<file path="src/rtl/led_breather_if.sv">
// led_breather_if: control inputs and LED/breathe status outputs of the LED driver stage.
interface led_breather_if #(parameter int PWM_BITS = 8);
  logic en;
  logic [1:0] mode;
  logic blink_in;
  logic led;
  logic [PWM_BITS-1:0] duty;
  logic cycle_done;
  modport master (output en, mode, blink_in, input led, duty, cycle_done);
  modport slave (input en, mode, blink_in, output led, duty, cycle_done);
endinterface

</file>
<file path="src/rtl/led_breather.sv">
// led_breather: drives the board LED off/solid/breathing-PWM/follow-blink from a free-running PWM counter.
module led_breather #(
  parameter int PWM_BITS   = 8,
  parameter int STEP_DIV   = 48828,
  parameter int HOLD_STEPS = 64
) (
  input logic clk,
  input logic rst_n,
  led_breather_if.slave bus
);
  localparam logic [1:0] RISE = 2'd0, HOLD_HI = 2'd1, FALL = 2'd2, HOLD_LO = 2'd3;
  localparam int PW = $clog2(STEP_DIV);
  localparam int HW = $clog2(HOLD_STEPS + 1);
  localparam logic [PWM_BITS-1:0] MAX = '1;
  logic [1:0] state;
  logic [PWM_BITS-1:0] pwm_cnt, duty;
  logic [PW-1:0] presc;
  logic [HW-1:0] hold_cnt;
  logic breathe, step, hold_end, pwm_on;
  assign breathe = bus.mode == 2'b10;
  assign step = bus.en && breathe && presc == PW'(STEP_DIV - 1);
  assign hold_end = hold_cnt == HW'(HOLD_STEPS - 1);
  assign pwm_on = pwm_cnt < duty;
  assign bus.duty = duty;
  always_ff @(posedge clk or negedge rst_n) begin
    if (!rst_n) begin
      pwm_cnt        <= '0;
      bus.led        <= 1'b0;
      bus.cycle_done <= 1'b0;
      state          <= RISE;
      duty           <= '0;
      presc          <= '0;
      hold_cnt       <= '0;
    end else begin
      pwm_cnt        <= bus.en ? pwm_cnt + 1'b1 : pwm_cnt;
      bus.led        <= !bus.en ? 1'b0 : bus.mode[1] ? (bus.mode[0] ? bus.blink_in : pwm_on) : bus.mode[0];
      bus.cycle_done <= step && state == HOLD_LO && hold_end;
      // leaving breathe mode always discards the ramp so re-entry starts from duty 0
      if (!breathe) begin
        state    <= RISE;
        duty     <= '0;
        presc    <= '0;
        hold_cnt <= '0;
      end else if (bus.en) begin
        presc <= step ? '0 : presc + 1'b1;
        if (step) begin
          case (state)
            RISE: begin
              duty <= duty + 1'b1;
              if (duty == MAX - 1'b1) begin
                state    <= HOLD_HI;
                hold_cnt <= '0;
              end
            end
            HOLD_HI: begin
              hold_cnt <= hold_cnt + 1'b1;
              if (hold_end) state <= FALL;
            end
            FALL: begin
              duty <= duty - 1'b1;
              if (duty == PWM_BITS'(1)) begin
                state    <= HOLD_LO;
                hold_cnt <= '0;
              end
            end
            HOLD_LO: begin
              hold_cnt <= hold_cnt + 1'b1;
              if (hold_end) state <= RISE;
            end
          endcase
        end
      end
    end
  end
endmodule

</file>
<file path="src/flat_wrapper.sv">
// flat-port wrapper written by rule: the top's interface ports become plain ports
module led_breather_flat 
#(
  parameter int PWM_BITS   = 8,
  parameter int STEP_DIV   = 48828,
  parameter int HOLD_STEPS = 64
)
  (clk, rst_n, bus_en, bus_mode, bus_blink_in, bus_led, bus_duty, bus_cycle_done);
  led_breather_if #(.PWM_BITS(PWM_BITS)) bus_i ();
  input logic clk;
  input logic rst_n;
  input wire logic [$bits(bus_i.en)-1:0] bus_en;
  input wire logic [$bits(bus_i.mode)-1:0] bus_mode;
  input wire logic [$bits(bus_i.blink_in)-1:0] bus_blink_in;
  output wire logic [$bits(bus_i.led)-1:0] bus_led;
  output wire logic [$bits(bus_i.duty)-1:0] bus_duty;
  output wire logic [$bits(bus_i.cycle_done)-1:0] bus_cycle_done;
  assign bus_i.en = bus_en;
  assign bus_i.mode = bus_mode;
  assign bus_i.blink_in = bus_blink_in;
  assign bus_led = bus_i.led;
  assign bus_duty = bus_i.duty;
  assign bus_cycle_done = bus_i.cycle_done;
  led_breather #(.PWM_BITS(PWM_BITS), .STEP_DIV(STEP_DIV), .HOLD_STEPS(HOLD_STEPS)) u_core (.clk(clk), .rst_n(rst_n), .bus(bus_i));
endmodule
</file>
<file path="config.mk">
export PLATFORM = sky130hd
export DESIGN_NAME = led_breather_flat
export DESIGN_NICKNAME = d
export VERILOG_FILES = /design/src/rtl/led_breather_if.sv /design/src/rtl/led_breather.sv /design/src/flat_wrapper.sv
export SDC_FILE = /design/constraint.sdc
export NUM_CORES = 1
export LEC_CHECK = 0
export CELL_PAD_IN_SITES_DETAIL_PLACEMENT = 1
export CELL_PAD_IN_SITES_GLOBAL_PLACEMENT = 1
export CORE_ASPECT_RATIO = 1.4
export CORE_MARGIN = 3
export CORE_UTILIZATION = 50
export DETAILED_ROUTE_END_ITERATION = 7
export HOLD_SLACK_MARGIN = 0.1
export PLACE_DENSITY = 0.9
export SYNTH_ARGS = -nofsm -noshare
export SYNTH_HDL_FRONTEND = slang
export SYNTH_SLANG_ARGS = --single-unit
</file>
<file path="constraint.sdc">
create_clock -name clk -period 5.45 [get_ports clk]
set_input_delay 0.545 -clock clk [delete_from_list [all_inputs] [get_ports clk]]
set_output_delay 0.545 -clock clk [all_outputs]
set_load 0.05 [all_outputs]
</file>
# Word-level counts from Yosys, hierarchy flattened
# Index checks and enable logic that the tools add are counted.
# W data, S select, Z words.
[totals]
output_inout_bits = 10
input_bits = 6
regBits = 43
[classes]
add_sub_neg = 5
n_eq_ne = 15
n_mux = 24
reduce_logical = 9
order_cmp = 1
[ops]
columns = ["operator", "count"]
rows = [
  ["$mux W16", 3],
  ["$mux W7", 5],
  ["$mux W8", 3],
  ["$pmux W7 S3", 1],
  ["$add A16 B1 Y16 const B", 1],
  ["$add A8 B1 Y8 const B", 2],
  ["$eq A16 B16 Y1 const B", 1],
  ["$pmux W8 S2", 1],
  ["$ne A3 B3 Y1 const B", 5],
  ["$mux W2", 7],
  ["$eq A8 B1 Y1 const B", 1],
  ["$eq A8 B8 Y1 const B", 1],
  ["$lt A8 B8 Y1", 1],
  ["$pmux W2 S4", 1],
  ["$sub A8 B1 Y8 const B", 1],
  ["$add A7 B1 Y7 const B", 1],
  ["$eq A7 B6 Y1 const B", 1],
  ["$eq A2 B2 Y1 const B", 3],
  ["$reduce_and A6 Y1", 1],
  ["$logic_and A1 B1 Y1", 4],
  ["$ne A2 B2 Y1 const B", 2],
  ["$reduce_and A4 Y1", 1],
  ["$mux W1", 3],
  ["$reduce_and A3 Y1", 1],
  ["3 further kinds", 3],
]

# Depth between registers and ports, before layout
# Gate-level depths: netlist of the first run.
[depth]
depth_word = 6
depth_mapped = 8
ltp_nobuf = 7

# Worst setup path after synthesis of the first run
# Ideal clock, no wire load.
[synth_timing]
kind = "register to register"
startpoint = "register u_core.duty[4], in the netlist u_core.bus.duty[4]"
endpoint = "register u_core.hold_cnt[5]"
path_buffers = 0
period_less_slack_ps = 2347
t_arrival_ps = 2278
setup_ps = 69
setup_slack_ps = 3103
stages_incl_launch_ff = 6
cell_sequence = "dfrtp_1 > or4_4 > o41ai_4 > nand4_4 > or4_1 > nand3_1"
[synth_between]
elab_chain_cells = 3
elab_cells_between_ends = 5
[synth_rtl]
columns = ["element", "line_no", "source"]
rows = [
  ["start: declaration", "led_breather.sv:16", "logic [PWM_BITS-1:0] pwm_cnt, duty;"],
  ["start signal: assignment", "led_breather.sv:49", "duty <= duty + 1'b1;"],
  ["start signal: assignment", "led_breather.sv:60", "duty <= duty - 1'b1;"],
  ["$eq A8 B1 Y1 / $eq A8 B8 Y1 (equally long branches)", "led_breather.sv:61, led_breather.sv:50", ""],
  ["$ne A3 B3 Y1 (no source line)", "n/a", ""],
  ["$reduce_and A4 Y1 (no source line) *", "n/a", ""],
  ["end signal: assignment", "led_breather.sv:56", "hold_cnt <= hold_cnt + 1'b1;"],
  ["end signal: assignment", "led_breather.sv:67", "hold_cnt <= hold_cnt + 1'b1;"],
  ["end: declaration", "led_breather.sv:18", "logic [HW-1:0] hold_cnt;"],
]
# Mark *: on every way between the ends. The rest lies on a longest branch, timed or not.
# A chain may end at the register's enable or synchronous reset.

# Worst setup path in the final report of the first run
[layout_timing]
startpoint = "input bus_en"
endpoint = "register u_core.duty[5], in the netlist u_core.bus.duty[5]"
[layout_between]
elab_chain_cells = 4
elab_cells_between_ends = 5
[layout_rtl]
columns = ["element", "line_no", "source"]
rows = [
  ["start: declaration", "flat_wrapper.sv:12", "input wire logic [$bits(bus_i.en)-1:0] bus_en;"],
  ["$logic_and A1 B1 Y1 (2 in series)", "led_breather.sv:21", "assign step = bus.en && breathe && presc == PW'(STEP_DIV - 1);"],
  ["$ne A2 B2 Y1 (no source line)", "n/a", ""],
  ["$reduce_and A3 Y1 (no source line) *", "n/a", ""],
]
# Marked as above.

==> results of run 1 <==
==> area by class of cell <==
cell class / instances / area share (%)
Sequential cell: 43 / 36.60
Clock buffer: 6 / 2.468
Multi-Input combinational cell: 217 / 50.30
Tap cell: 64 / 2.723
Timing Repair Buffer: 16 / 5.191
Inverter: 18 / 2.298
Clock inverter: 2 / 0.4255
==> how the worst max path moves through the flow <==
stage / to / slack (ns) / cells after the start
global route: u_core.bus.duty[2]$_DFFE_PN0P_ / 2.38 / 6
finish: u_core.bus.duty[5]$_DFFE_PN0P_ / 2.51 / 6
global placement: u_core.bus.duty[7]$_DFFE_PN0P_ / 2.38 / 6
floorplan: u_core.hold_cnt[5]$_DFFE_PN0P_ / 3.10 / 5
detailed placement: u_core.bus.duty[5]$_DFFE_PN0P_ / 2.24 / 6
CTS: u_core.bus.duty[5]$_DFFE_PN0P_ / 2.56 / 6
==> power by group <==
part	switching (mW)	internal (mW)
clock network	0.115	0.0898
logic	0.0752	0.0703
registers	0.0358	0.346
total	0.225	0.506
==> flip-flops by register name, indices dropped and copies added (netlist names) <==
signal	count
u_core.state	2
u_core.presc	16
u_core.pwm_cnt	8
u_core.hold_cnt	7
u_core.bus.duty	8
u_core.bus.cycle_done	1
u_core.bus.led	1
==> critical path, delay by kind of cell <==
kind	cells	cell delay [ns]
AO/OA/AOI/OAI	1	0.17
buffers and inverters	1	0.80
AND/OR/NAND/NOR	4	1.63
==> kinds of logic after synthesis <==
| group | count (synthesis) | synth area share (%) |
|---|---|---|
| multiplexers | 4 | 1.544 |
| AO/OA/AOI/OAI | 51 | 14.69 |
| buffers and inverters | 27 | 4.445 |
| flip-flops | 43 | 40.24 |
| XOR/XNOR | 20 | 6.551 |
| AND/OR/NAND/NOR | 124 | 24.10 |
| adder cells (fa/ha/maj) | 18 | 8.423 |
==> layer usage <==
layer  up-vias  share of wire (%)  GRT usage (%)
li1       1055                  -              -
met1      1147                 41          28.07
met2        40                 54          42.73
met3        14                2.1          3.398
met4         0                2.4          8.292
met5         -                  0              0
==> per-stage QoR <==
step,area (µm²),hold WS [ns],instances,setup slack [ns]
after global routing,2940,0.4715,366,2.380
after CTS,2940,0.4305,366,2.557
final,2940,0.4023,366,2.510
after detailed placement,2855,0.4769,358,2.237
after floorplan,2674,0.2494,287,3.103
after global placement,2855,0.4740,358,2.378
==> layout by cell type (no fill, tap or decap), types with 2 or more instances in the layout <==
cell,n
a21o_1,3
a21oi_1,11
a31oi_1,3
a32o_1,2
and3_1,5
clkbuf_8,5
clkdlybuf4s50_1,14
dfrtp_1,43
ha_1,18
inv_1,18
mux2i_1,3
nand2_1,29
nand2b_1,3
nand3_1,15
nand4_1,10
nor2_1,28
nor2b_1,2
nor3_1,6
nor4_1,6
o211ai_1,6
o21ai_0,9
o21ai_1,3
o31ai_1,2
o41ai_2,4
or2_2,3
or3_1,8
xnor2_1,10
xor2_1,10
==> flow_summary.json, run 1 <==
{
  "rr_startpoint": "u_core.presc[8]$_DFFE_PN0P_",
  "vias": 2256,
  "die_area_um2": 6274,
  "antenna_found_initial": 0,
  "startpoint": "bus_en",
  "synth-async-reset-ratio_pct": 100.0,
  "cts_resized": 0,
  "synth_warnings": 0,
  "post-cts-setup-buffers": 0,
  "drt_iter0_drc": 165,
  "synth_fp_nets": 311,
  "drive_above_1_share_pct": 7.947,
  "routed_via_density": 6.164,
  "dpl.hpwl_um": 4826,
  "yosys_most_used_dff": "dfrtp_1",
  "reg2reg_setup_slack_ns": 3.07,
  "wire_per_inst_um": 18.34,
  "finalHoldViolations": 0,
  "cts_sinks": 43,
  "status": "completed",
  "die_y_um": 92.53,
  "track_usage_pct": 23.84,
  "synth_area_um2": 2674,
  "grt_setup_unrepaired": "false",
  "max_freq_mhz": 340.1,
  "ant_nets": 0,
  "nNetsFinal": 325,
  "clk_pin_slew_worst_paths_ns": 0.09,
  "p_leak_nw": 1.204,
  "die_x_um": 67.81,
  "slowest_delay_ns": 0.80,
  "synthCells": 287,
  "wl_um": 6713,
  "maxSlewHeadroom_pct": 30.36,
  "gp_congestion": 0.8184,
  "dr.pass1.iters": 4,
  "grt_pass1_wl_um": 11610,
  "synth.avg_cell_area_um2": 9.316,
  "tritoncts": "built",
  "area_growth_pct": 9.967,
  "row_count": 30,
  "grt_pass1_vias": 2437,
  "ys_top_cells_by_count": "43 x dfrtp_1, 29 x nand2_1, 28 x nor2_1, 18 x ha_1, 18 x inv_1",
  "multi_input_area_um2": 1479,
  "drc_errors": 0,
  "grt_max_degree": 44,
  "root_buffer": "clkbuf_8",
  "peakVddDrop_mv": 0.1447,
  "end_kind": "flop",
  "required_ns": 5.66,
  "slowest_stage": "clkdlybuf4s50_1",
  "path_class": "primary input to flop",
  "yosys-top-cells-area": "dfrtp_1 40%, ha_1 8.4%, nand2_1 4.1%",
  "slew_violations": 0,
  "r2r-end": "u_core.bus.duty[5]$_DFFE_PN0P_",
  "synth_top_area_share_pct": 40.24,
  "finish.utilization_pct": 58.90,
  "drv_cap": 0,
  "worst_pin_slew_ns": 1.042,
  "crit_fanout": 14,
  "finalSetupTns_ns": 0,
  "min_period_over_period_pct": 53.95,
  "skew_ns": 0.01166,
  "grt_overflow": 0,
  "yosysSeqAreaShare_pct": 40.24,
  "hold_class": "primary input to asynchronous set/reset pin",
  "core_um2": 4992,
  "diodes": 0,
  "crit_arrival_ns": 3.15,
  "finalSetupViolCount": 0,
  "synth_edf_count": 0,
  "total_power_mw": 0.7319,
  "reg2regPathDepth": 5,
  "ys_types": 48,
  "insertion_delay_ns": 0.30,
  "fillCellCount": 606,
  "min_period_ns": 2.940,
  "htree_levels": 2,
  "cts_made_buffers": 5,
  "yosysTopAreaCell": "dfrtp_1",
  "regArea_um2": 1076,
  "clock_path_buffers": 2,
  "start_util_pct": 53.56,
  "ys_seq_elements": 43,
  "synth.most_common_cell": "dfrtp_1",
  "worstPathCellList": "clkdlybuf4s50_1 -> or4b_1 -> nor4_2 -> nand4_1 -> or3_1 -> a21oi_1",
  "io_buffers": 15,
  "postCtsHoldBufs": 0,
  "startpoint_type": "primary input",
  "powerDensity_nw_per_um2": 248.9,
  "ios": 16
}
Note: power is estimated with default switching activity, not from simulation.
==> run 2, diff against run 1 <==
CORE_UTILIZATION = 46   (was 50)
PLACE_DENSITY = 0.84   (was 0.9)
clock period = 3.1 ns   (was 5.45 ns; I/O delays follow)
==> flow_summary.json, run 2 (synthesis results as in run 1) <==
{
  "status": "completed",
  "cts_sinks": 43,
  "die_y_um": 96.21,
  "dr.pass1.iters": 4,
  "max_freq_mhz": 420.9,
  "start_util_pct": 48.04,
  "grt_pass1_vias": 2338,
  "slowest_stage": "or4b_1",
  "p_comb_share_pct": 17.5,
  "drive_above_1_share_pct": 9.180,
  "path_class": "flop to flop",
  "p_leak_nw": 1.235,
  "cts_made_buffers": 5,
  "hold_class": "primary input to asynchronous set/reset pin",
  "finalHoldViolations": 0,
  "insertion_delay_ns": 0.30,
  "post-cts-setup-buffers": 0,
  "tritoncts": "built",
  "peakVddDrop_mv": 0.2658,
  "ant_nets": 0,
  "antenna_found_initial": 0,
  "crit_arrival_ns": 2.60,
  "total_power_mw": 1.355,
  "grt_max_degree": 44,
  "routed_via_density": 5.925,
  "finalSetupTns_ns": 0,
  "switchingPower_mw": 0.3851,
  "min_period_over_period_pct": 76.65,
  "grt_pass1_wl_um": 11350,
  "cts_resized": 0,
  "vias": 2210,
  "end_kind": "flop",
  "min_period_ns": 2.376,
  "clock_path_buffers": 2,
  "area_growth_pct": 12.03,
  "core_um2": 5565,
  "track_usage_pct": 20.84,
  "rr_startpoint": "u_core.presc[8]$_DFFE_PN0P_",
  "ios": 16,
  "io_buffers": 15,
  "drt_iter0_drc": 76,
  "timing.hold.ws_ns": 0.1451,
  "fin_cells": 373,
  "worst_pin_slew_ns": 0.9957,
  "slowest_delay_ns": 0.58,
  "postPlaceCellArea_um2": 2883,
  "final_cell_mix": "43 x dfrtp_1, 29 x nand2_1, 28 x nor2_1",
  "nNetsFinal": 328,
  "fillCellCount": 671,
  "clockPowerShare_pct": 33.0,
  "htree_levels": 2,
  "grt_setup_unrepaired": "false",
  "setup_ws_ns": 0.7240,
  "power_frac_seq_pct": 49.5,
  "intPower_mw": 0.9698,
  "dp_slack_ns": 0.4932,
  "worstPathCellList": "or4b_1 -> nor4_1 -> a21oi_1 -> nor2_1 -> mux2i_1",
  "multi_input_area_um2": 1479,
  "dpl.hpwl_um": 4679,
  "finish.utilization_pct": 53.82,
  "required_ns": 3.32,
  "wl_um": 6552,
  "row_count": 32,
  "drv_cap": 0,
  "diodes": 0,
  "clk_pin_slew_worst_paths_ns": 0.09,
  "final_area_um2": 2995,
  "finalSetupViolCount": 0,
  "skew_ns": 0.008689,
  "gp_congestion": 0.8782,
  "die_area_um2": 6777,
  "drc_errors": 0,
  "root_buffer": "clkbuf_8",
  "maxSlewHeadroom_pct": 33.62,
  "regMostFlops": "u_core.presc",
  "powerDensity_nw_per_um2": 452.3,
  "dp.cells": 365,
  "crit_fanout": 5,
  "grt_overflow": 0,
  "wire_per_inst_um": 17.57,
  "startpoint": "u_core.presc[8]$_DFFE_PN0P_",
  "largest_reg_flops": 16,
  "top_regs": "u_core.presc (16), u_core.bus.duty (8), u_core.pwm_cnt (8)",
  "netSwitchingFraction_pct": 28.42,
  "startpoint_type": "flop",
  "regArea_um2": 1076,
  "slew_violations": 0,
  "die_x_um": 70.44,
  "postCtsHoldBufs": 0,
  "layout_commonest_cell": "dfrtp_1"
}
==> run 2: layout make-up <==
cell class	instances	area share [%]
clock inverters	3	1.462
repair buffers	19	5.848
flip-flops and latches	43	35.92
clock buffers	5	2.297
inverters	18	2.256
well taps	68	2.840
multi-input cells	217	49.37
==> run 2: power groups by stage <==
stage	logic (mW)	registers, mW	clock network (mW)
floorplan	0.165	0.673	0
global placement	0.225	0.678	0
detailed placement	0.241	0.682	0
CTS	0.244	0.670	0.455
global route	0.274	0.679	0.488
finish	0.238	0.670	0.447
==> run 2: worst paths after layout <==
kind | endpoint | slack (ns) | depth (start not counted)
max reg2reg | u_core.hold_cnt[0]$_DFFE_PN0P_ | 0.72 | 5
max | u_core.hold_cnt[0]$_DFFE_PN0P_ | 0.72 | 5
min | u_core.bus.duty[4]$_DFFE_PN0P_ | 0.15 | 1
min reg2reg | u_core.pwm_cnt[7]$_DFFE_PN0P_ | 0.50 | 1
max in group asynchronous | u_core.presc[3]$_DFFE_PN0P_ | 2.31 | 1
min in group clk | u_core.pwm_cnt[7]$_DFFE_PN0P_ | 0.50 | 1
==> run 2: layer usage <==
metal / up-vias / track usage (%) / wire length (µm)
li1: 1058 / - / -
met3: 10 / 3.030 / 180
met2: 39 / 38.67 / 3504
met4: 0 / 6.869 / 102
met5: - / 0 / 0
met1: 1103 / 24.50 / 2765
==> run 2: critical path, delay by kind of cell, from the launching register on <==
| kind | cells | cell delay, ns |
|---|---|---|
| flops | 1 | 0.44 |
| mux | 1 | 0.26 |
| simple gates | 3 | 1.32 |
| compound gates | 1 | 0.27 |
==> run 3, diff against run 2 <==
clock period = 2.3 ns   (was 3.1 ns; I/O delays follow)
==> flow_summary.json, run 3 (synthesis results as in run 1) <==
{
  "powerDensity_nw_per_um2": 576.5,
  "regArea_um2": 1080,
  "diodes": 0,
  "met3_usage_pct": 2.612,
  "area_growth_pct": 20.36,
  "cts_made_buffers": 5,
  "finalSetupTns_ns": 0,
  "die_x_um": 70.44,
  "die_area_um2": 6777,
  "drt_iter0_drc": 109,
  "slowest_delay_ns": 0.58,
  "busiest_layer": "met2",
  "maxSlewHeadroom_pct": 60.04,
  "max_freq_mhz": 461.3,
  "finish.utilization_pct": 57.82,
  "required_ns": 2.53,
  "crit_arrival_ns": 2.40,
  "fin_cells": 399,
  "dp_slack_ns": -0.1107,
  "top_regs": "u_core.presc (16), u_core.bus.duty (8), u_core.pwm_cnt (8)",
  "use_met2_pct": 44.38,
  "slew_violations": 0,
  "clock_path_buffers": 2,
  "worstPathCellList": "or4_4 -> o41ai_4 -> nand4_4 -> or4_1 -> nand3_1",
  "multi_input_area_um2": 1488,
  "peakVddDrop_mv": 0.3399,
  "min_period_over_period_pct": 94.24,
  "wl_um": 7209,
  "grt_overflow": 0,
  "grt_max_degree": 26,
  "io_buffers": 15,
  "grt_setup_unrepaired": "false",
  "track_usage_pct": 22.95,
  "setup_ws_ns": 0.1324,
  "finalSetupViolCount": 0,
  "vias": 2353,
  "clk_pin_slew_worst_paths_ns": 0.09,
  "worst_pin_slew_ns": 0.5995,
  "insertion_delay_ns": 0.30,
  "finalHoldViolations": 0,
  "reg2reg_setup_slack_ns": 0.13,
  "regMostFlops": "u_core.presc",
  "p_leak_nw": 1.365,
  "nNetsFinal": 354,
  "routed_via_density": 5.897,
  "antenna_found_initial": 0,
  "end_kind": "flop",
  "start_util_pct": 48.04,
  "layout_commonest_cell": "dfrtp_1",
  "largest_reg_flops": 16,
  "drv_cap": 0,
  "row_count": 32,
  "startpoint_type": "flop",
  "core_um2": 5565,
  "drive_above_1_share_pct": 16.92,
  "tritoncts": "built",
  "grtUsageMet1_pct": 25.95,
  "cts_sinks": 43,
  "dp.cells": 390,
  "fillCellCount": 653,
  "grt_pass1_vias": 2571,
  "dr.pass1.iters": 4,
  "hold_class": "primary input to asynchronous set/reset pin",
  "grt_pass1_wl_um": 12390,
  "status": "completed",
  "drc_errors": 0,
  "min_period_ns": 2.168,
  "wire_per_inst_um": 18.07,
  "path_class": "flop to flop",
  "skew_ns": 0.01120,
  "final_cell_mix": "40 x dfrtp_1, 29 x nand2_1, 28 x nor2_1, 28 x buf_4",
  "htree_levels": 2,
  "die_y_um": 96.21,
  "ant_nets": 0,
  "slowest_stage": "or4_4",
  "total_power_mw": 1.855,
  "dpl.hpwl_um": 5452,
  "gp_congestion": 0.8577,
  "root_buffer": "clkbuf_8",
  "ios": 16,
  "crit_fanout": 4
}
==> run 3: cell type report <==
cell class,instances,area share (%)
clock buffers,5,2.138
clock inverters,3,1.361
inverters,18,2.100
multi-input cells,217,46.23
flip-flops and latches,43,33.55
well taps,68,2.644
repair buffers,45,11.98
==> run 3: critical path: cells and delay by family (launching register included) <==
kind / cells / cell delay, ns
AOI/OAI and AO/OA: 1 / 0.33
DFF: 1 / 0.41
and+or+nand+nor: 4 / 1.36
==> run 3: repair_timing <==
item | in CTS | in global routing
endpoints found under the setup margin | 0 | 3
buffers inserted | 0 | 0
hold endpoints to repair | 24 | 0
resized for setup | 0 | 1
hold buffers | 1 | 0
==> run 3: path summary, 6_finish.rpt <==
path,to,from,cells after the start
min in group clk,u_core.pwm_cnt[7]$_DFFE_PN0P_,u_core.pwm_cnt[7]$_DFFE_PN0P_,1
max in group asynchronous,u_core.presc[6]$_DFFE_PN0P_,rst_n,3
hold / removal,u_core.bus.duty[4]$_DFFE_PN0P_,rst_n,2
hold reg to reg,u_core.pwm_cnt[7]$_DFFE_PN0P_,u_core.pwm_cnt[7]$_DFFE_PN0P_,1
setup reg to reg,u_core.hold_cnt[5]$_DFFE_PN0P_,u_core.bus.duty[4]$_DFFE_PN0P_,5
setup / recovery,u_core.hold_cnt[5]$_DFFE_PN0P_,u_core.bus.duty[4]$_DFFE_PN0P_,5
==> run 3: stage by stage <==
step           area (µm²)  hold slack (ns)
3_3_place_gp         3087           0.2680
5_1_grt              3218           0.4992
3_5_place_dp         3087           0.2652
6_report             3218           0.4584
2_1_floorplan        2678         -0.06559
4_1_cts              3209           0.4752
==> run 3: power breakdown <==
| group | switching (mW) | internal [mW] |
|---|---|---|
| clock network | 0.277 | 0.324 |
| registers | 0.0826 | 0.821 |
| logic | 0.176 | 0.176 |
| total | 0.535 | 1.32 |
==> run 3: layer usage <==
metal,routed length [µm],part of all wire [%]
met5,0,0
met3,153,2.1
met4,124,1.7
met1,2978,41
met2,3953,55
